--- config.mk ---
export PLATFORM = sky130hd
export DESIGN_NAME = execute_unit
export DESIGN_NICKNAME = d
export VERILOG_FILES = /design/src/rtl/execute_unit.sv
export SDC_FILE = /design/constraint.sdc
export NUM_CORES = 1
export LEC_CHECK = 0
export CORE_ASPECT_RATIO = 1.75
export CORE_MARGIN = 1
export CORE_UTILIZATION = 50
export CTS_BUF_LIST = sky130_fd_sc_hd__clkbuf_8
export CTS_CLUSTER_DIAMETER = 30
export DETAILED_ROUTE_END_ITERATION = 16
export PLACE_DENSITY = 0.83
export SLEW_MARGIN = 15
export SYNTH_ARGS = -nofsm -noshare
export SYNTH_HDL_FRONTEND = slang
export SYNTH_SLANG_ARGS = --single-unit
--- constraint.sdc ---
create_clock -name clock -period 2.65 [get_ports clock]
set_clock_uncertainty 0.05 [all_clocks]
set_input_delay 0.53 -clock clock [delete_from_list [all_inputs] [get_ports clock]]
set_output_delay 0.53 -clock clock [all_outputs]
set_load 0.05 [all_outputs]
--- src/rtl/execute_unit.sv ---
// Execute stage behind the 8x8 register file: single-cycle ALU ops plus iterative
// shifts and shift-add multiply, handing result/destination/write strobe back to the file.
module execute_unit #(
  parameter int WIDTH = 8,
  parameter int RIDX  = 3
) (
  input  logic             clock,
  input  logic             resetN,
  input  logic             start,
  input  logic [2:0]       aluOp,
  input  logic [WIDTH-1:0] operandA,
  input  logic [WIDTH-1:0] operandB,
  input  logic [RIDX-1:0]  destIn,
  output logic             busy,
  output logic             done,
  output logic [WIDTH-1:0] result,
  output logic             regWrite,
  output logic [RIDX-1:0]  writeRegister,
  output logic             zeroFlag,
  output logic             carryFlag,
  output logic             ltFlag
);

  // state | meaning
  // IDLE  | waiting for start; single-cycle ops complete on the accepting edge
  // ITER  | shift/multiply stepping, one step per edge until count reaches zero
  // DONE  | done (and regWrite unless CMP) high for this one cycle
  typedef enum logic [1:0] {IDLE, ITER, DONE} state_t;

  localparam logic [2:0] OP_ADD = 3'b000;
  localparam logic [2:0] OP_SUB = 3'b001;
  localparam logic [2:0] OP_AND = 3'b010;
  localparam logic [2:0] OP_XOR = 3'b011;
  localparam logic [2:0] OP_SHL = 3'b100;
  localparam logic [2:0] OP_SHR = 3'b101;
  localparam logic [2:0] OP_MUL = 3'b110;
  localparam logic [2:0] OP_CMP = 3'b111;

  localparam int SW = $clog2(WIDTH);
  localparam int CW = $clog2(WIDTH + 1);

  state_t           state;
  logic [2:0]       op_q;
  logic [WIDTH-1:0] a_q;
  logic [WIDTH-1:0] b_q;
  logic [WIDTH-1:0] acc_q;
  logic [RIDX-1:0]  dest_q;
  logic [CW-1:0]    count_q;

  logic [WIDTH:0]   sum_w;
  logic [WIDTH:0]   diff_w;
  logic [WIDTH-1:0] alu_res;
  logic [WIDTH-1:0] iter_res;
  logic             is_iter;

  assign sum_w    = {1'b0, operandA} + {1'b0, operandB};
  assign diff_w   = {1'b0, operandA} - {1'b0, operandB};
  assign is_iter  = (aluOp == OP_SHL) || (aluOp == OP_SHR) || (aluOp == OP_MUL);
  assign iter_res = (op_q == OP_MUL) ? acc_q : a_q;

  always_comb begin
    alu_res = sum_w[WIDTH-1:0];
    case (aluOp)
      OP_SUB, OP_CMP: alu_res = diff_w[WIDTH-1:0];
      OP_AND:         alu_res = operandA & operandB;
      OP_XOR:         alu_res = operandA ^ operandB;
      default:        alu_res = sum_w[WIDTH-1:0];
    endcase
  end

  always_ff @(posedge clock or negedge resetN) begin
    if (!resetN) begin
      state         <= IDLE;
      op_q          <= '0;
      a_q           <= '0;
      b_q           <= '0;
      acc_q         <= '0;
      dest_q        <= '0;
      count_q       <= '0;
      busy          <= 1'b0;
      done          <= 1'b0;
      result        <= '0;
      regWrite      <= 1'b0;
      writeRegister <= '0;
      zeroFlag      <= 1'b0;
      carryFlag     <= 1'b0;
      ltFlag        <= 1'b0;
    end else begin
      done     <= 1'b0;
      regWrite <= 1'b0;
      case (state)
        IDLE: begin
          if (start) begin
            op_q   <= aluOp;
            a_q    <= operandA;
            b_q    <= operandB;
            dest_q <= destIn;
            busy   <= 1'b1;
            if (is_iter) begin
              state <= ITER;
              acc_q <= '0;
              if (aluOp == OP_MUL) count_q <= CW'(WIDTH);
              else                 count_q <= CW'(operandB[SW-1:0]);
            end else begin
              state    <= DONE;
              done     <= 1'b1;
              zeroFlag <= (alu_res == '0);
              if (aluOp == OP_ADD) carryFlag <= sum_w[WIDTH];
              if (aluOp == OP_SUB || aluOp == OP_CMP) begin
                carryFlag <= ~diff_w[WIDTH];
                ltFlag    <= diff_w[WIDTH];
              end
              // CMP only updates flags; result and write port stay untouched
              if (aluOp != OP_CMP) begin
                result        <= alu_res;
                regWrite      <= 1'b1;
                writeRegister <= destIn;
              end
            end
          end
        end
        ITER: begin
          if (count_q != '0) begin
            count_q <= count_q - CW'(1);
            case (op_q)
              OP_SHL: a_q <= a_q << 1;
              OP_SHR: a_q <= a_q >> 1;
              OP_MUL: begin
                if (b_q[0]) acc_q <= acc_q + a_q;
                a_q <= a_q << 1;
                b_q <= b_q >> 1;
              end
              default: a_q <= a_q;
            endcase
          end else begin
            state         <= DONE;
            done          <= 1'b1;
            regWrite      <= 1'b1;
            writeRegister <= dest_q;
            result        <= iter_res;
            zeroFlag      <= (iter_res == '0);
          end
        end
        DONE: begin
          busy  <= 1'b0;
          state <= IDLE;
        end
        default: state <= IDLE;
      endcase
    end
  end

endmodule

==> impl_metrics.env, run 1 <==
export IMPL_fin_nets=600
export IMPL_diodes=0
export IMPL_grt_pass1_vias=3872
export IMPL_n_fill_cell=604
export IMPL_fin_util_pct=66.6
export IMPL_whs_ns=0.438
export IMPL_drc_errors=0
export IMPL_grt_setup_unrepaired="true"
export IMPL_place_detailed_hpwl_um=8980
export IMPL_final_common_cell="buf_4"
export IMPL_clkSinkCount=53
export IMPL_synth_avg_cell_area_um2=8.71
export IMPL_post_route_period_util_pct=97.1
export IMPL_ios=42
export IMPL_clkTransAtPathRegs_ns=0.10
export IMPL_area_growth_pct=28.5
export IMPL_hold_depth=2
export IMPL_comb_power_share_pct=58.3
export IMPL_firstDrtPassIters=5
export IMPL_regToRegStartpoint="a_q[0]"
export IMPL_cp_data_arrival_time_ns=2.74
export IMPL_grtUsageTotal_pct=28.3
export IMPL_reg2regPathDepth=8
export IMPL_htreeDepth=2
export IMPL_drtAntennaViolNets=0
export IMPL_ys_seq_area_share_pct=33.6
export IMPL_grt_first_pass_wirelength_um=18500
export IMPL_drive_gt1_share_pct=21.5
export IMPL_cts_buffers=5
export IMPL_rows=42
export IMPL_grt_max_degree=33
export IMPL_ir_worst_vdd_mv=0.412
export IMPL_synth_enable_flop_cells=0
export IMPL_fin_crit_ns=2.57
export IMPL_hold_path_class="reg2reg"
export IMPL_p_sw_uw=2360
export IMPL_clock_path_buffers=2
export IMPL_final_cells=637
export IMPL_yosys_warnings=0
export IMPL_async_flop_share_pct=100
export IMPL_relSlewSlack_pct=24.8
export IMPL_synthesis_area_mm2=0.00395
export IMPL_cp_cell_sequence="clkdlybuf4s50_1 > ha_1 > nor2b_2 > a211oi_2 > buf_4 > o31ai_1 > mux2_2 > a31oi_1 > o21ai_1"
export IMPL_via_count=3923
export IMPL_place_congestion=0.964
export IMPL_clk_latency_ns=0.32
export IMPL_placed_cells=628
export IMPL_synthFlopType="dfrtp_1"
export IMPL_drv_cap=0
export IMPL_final_cell_mix="buf_4 (71), nand2_1 (59), dfrtp_1 (53)"
export IMPL_worstSetupStartpointType="primary input"
export IMPL_crit_start="operandA[2]"
export IMPL_worstHoldStart="writeRegister[0]"
export IMPL_antenna_found_initial=0
export IMPL_switching_share_pct=47.2
export IMPL_drt_iter0_drc=291
export IMPL_seq_area_mm2=0.00133
export IMPL_synth_distinct_cells=71
export IMPL_post_drt_wl_per_cell_um=18.0
export IMPL_critPathRequiredTime_ns=2.81
export IMPL_clockPowerShare_pct=11.3
export IMPL_coreArea_mm2=0.00762
export IMPL_worst_pin_slew_ns=1.13
export IMPL_worstSetupEndpointType="register"
export IMPL_powerDensity_mw_per_mm2=987
export IMPL_finalHoldViolCount=0
export IMPL_vias_per_cell=6.16
export IMPL_syn_num_nets=505
export IMPL_overflow=0
export IMPL_worstSetupPathType="in2reg"
export IMPL_critPathMaxStageDelay_ns=0.51
export IMPL_drv_slew=0
export IMPL_p_leak_uw=0.00233
export IMPL_cts_root_buf="clkbuf_8"
export IMPL_seqPwrFrac_pct=30.4
export IMPL_max_freq_mhz=389
export IMPL_timing_rr_end="acc_q[6]"
export IMPL_routed_wl_um=11500
export IMPL_chipWidth_um=69.2
export IMPL_cts_tree="yes"
export IMPL_setup_viol=0
export IMPL_cts_setup_buffers=0
export IMPL_final_cell_area_mm2=0.00507
export IMPL_ys_ff_latch=53
export IMPL_status="finished, final reports clean"
export IMPL_path_max_fanout=4
export IMPL_finalPower_uw=5000
export IMPL_fp_dieH_um=120
export IMPL_holdPathEnd="writeRegister[0]"
export IMPL_worst_path_max_delay_cell="clkdlybuf4s50_1"
export IMPL_placed_cell_area_mm2=0.00489
export IMPL_port_buffers=41
export IMPL_die_area_mm2=0.00827
export IMPL_rrSetupSlack_ns=0.37
export IMPL_synthCells=453
export IMPL_internal_power_uw=2640
export IMPL_multi_input_area_mm2=0.00247
export IMPL_start_util_pct=51.8
## state kept, by name, summed over array words and instances (netlist names)
name / flops
a_q: 8
acc_q: 8
b_q: 8
busy: 1
carryFlag: 1
count_q: 4
dest_q: 3
done: 1
ltFlag: 1
op_q: 3
regWrite: 1
result: 8
state: 2
writeRegister: 3
zeroFlag: 1
## cell type report
class / instances / share of cell area (%)
well taps: 88 / 2.17
multi-input cells: 351 / 48.7
flip-flops and latches: 53 / 26.2
clock buffers: 5 / 1.36
repair buffers: 114 / 19.1
clock inverters: 3 / 0.839
inverters: 23 / 1.70
## cells in the mapped netlist (all sizes together) (2+ instances only)
| library cell | count | share of area (%) |
|---|---|---|
| a21oi | 22 | 2.8 |
| inv | 23 | 2.2 |
| a21boi | 3 | 0.76 |
| or4 | 3 | 0.57 |
| or2 | 2 | 0.32 |
| nor2 | 32 | 3.3 |
| o22ai | 3 | 0.48 |
| nand2 | 59 | 5.6 |
| or3b | 3 | 0.73 |
| nor4 | 3 | 0.48 |
| clkbuf | 11 | 1.0 |
| ha | 24 | 7.6 |
| o311ai | 5 | 1.3 |
| nor3b | 2 | 0.38 |
| a221o | 2 | 0.51 |
| o2111ai | 3 | 0.67 |
| o21a | 4 | 0.76 |
| o2bb2ai | 2 | 0.44 |
| xor2 | 3 | 0.67 |
| a31oi | 12 | 1.9 |
| o21ai | 30 | 3.8 |
| nor2b | 7 | 1.1 |
| mux2i | 13 | 3.3 |
| o211ai | 9 | 1.7 |
| xnor2 | 3 | 0.86 |
| mux2 | 13 | 3.7 |
| a31o | 2 | 0.44 |
| dfrtp | 53 | 34 |
| nor3 | 4 | 0.51 |
| a22o | 2 | 0.44 |
| a221oi | 2 | 0.44 |
| and3 | 3 | 0.48 |
| buf | 15 | 2.2 |
| nand2b | 11 | 1.7 |
| nand3 | 11 | 1.4 |
| fa | 3 | 1.5 |
| and2 | 6 | 0.95 |
| a21o | 8 | 1.5 |
| o21bai | 2 | 0.38 |
| o31ai | 10 | 2.0 |
| a211oi | 9 | 1.8 |
## layer usage
metal | up-vias | share of wire, % | GRT usage (%)
met5 | - | 0 | 0
met4 | 0 | 5.3 | 16.3
met3 | 42 | 3.9 | 2.60
met2 | 153 | 53 | 52.9
met1 | 1893 | 38 | 30.3
li1 | 1835 | - | -
## through the flow
step                      setup TNS [ns]  worst slack, ns
final                                  0           0.0764
after global routing             -0.0464          -0.0426
after CTS                              0           0.0104
after detailed placement           -2.88           -0.421
after global placement             -2.48           -0.363
after floorplan                        0            0.285
## how the worst max path moves through the flow
stage               cells after the start         to  slack (ns)
finish                                  9  result[5]        0.08
global route                           10  result[5]       -0.04
CTS                                    11  result[7]        0.01
detailed placement                     10  result[4]       -0.42
global placement                       10  result[4]       -0.36
floorplan                               9  result[4]        0.28
## power groups by stage
stage / logic [µW] / registers, µW / clock network [µW]
2_1_floorplan: 1650 / 1810 / 0
3_3_place_gp: 2750 / 1500 / 0
3_5_place_dp: 2860 / 1530 / 0
4_1_cts: 2870 / 1510 / 565
5_1_grt: 3150 / 1560 / 590
6_report: 2920 / 1520 / 565
## critical path: cells and delay by family
kind	cells	cell delay, ns
muxes	1	0.38
adders and majority gates	1	0.39
AOI/OAI and AO/OA	4	0.59
and+or+nand+nor	1	0.21
buffers and inverters	2	0.65
## cells by family (layout without fill, tap and decap cells)
logic type | after synthesis | count (layout) | synth area share (%)
compound gates | 143 | 143 | 25.2
xor+xnor | 6 | 6 | 1.52
fa+ha+maj | 27 | 27 | 9.13
buf+inv | 49 | 145 | 5.42
flops | 53 | 53 | 33.6
mux | 26 | 26 | 7.01
simple gates | 149 | 149 | 18.1
## repair_timing
item | in CTS | in global routing
resized for setup | 3 | 17
hold buffers | 1 | 0
endpoints found under the setup margin | 4 | 7
hold endpoints to repair | 4 | 0
No activity file was read; power rests on OpenSTA's default activity.
==> run 2, diff against run 1 <==
--- a/config.mk
+++ b/config.mk
@@ -6,7 +6,6 @@
 export NUM_CORES = 1
 export LEC_CHECK = 0
 export CORE_ASPECT_RATIO = 1.75
-export CORE_MARGIN = 1
 export CORE_UTILIZATION = 50
 export CTS_BUF_LIST = sky130_fd_sc_hd__clkbuf_8
 export CTS_CLUSTER_DIAMETER = 30
==> results of run 2 <==
Final layout, timing and power as in run 1 (identical DEF).
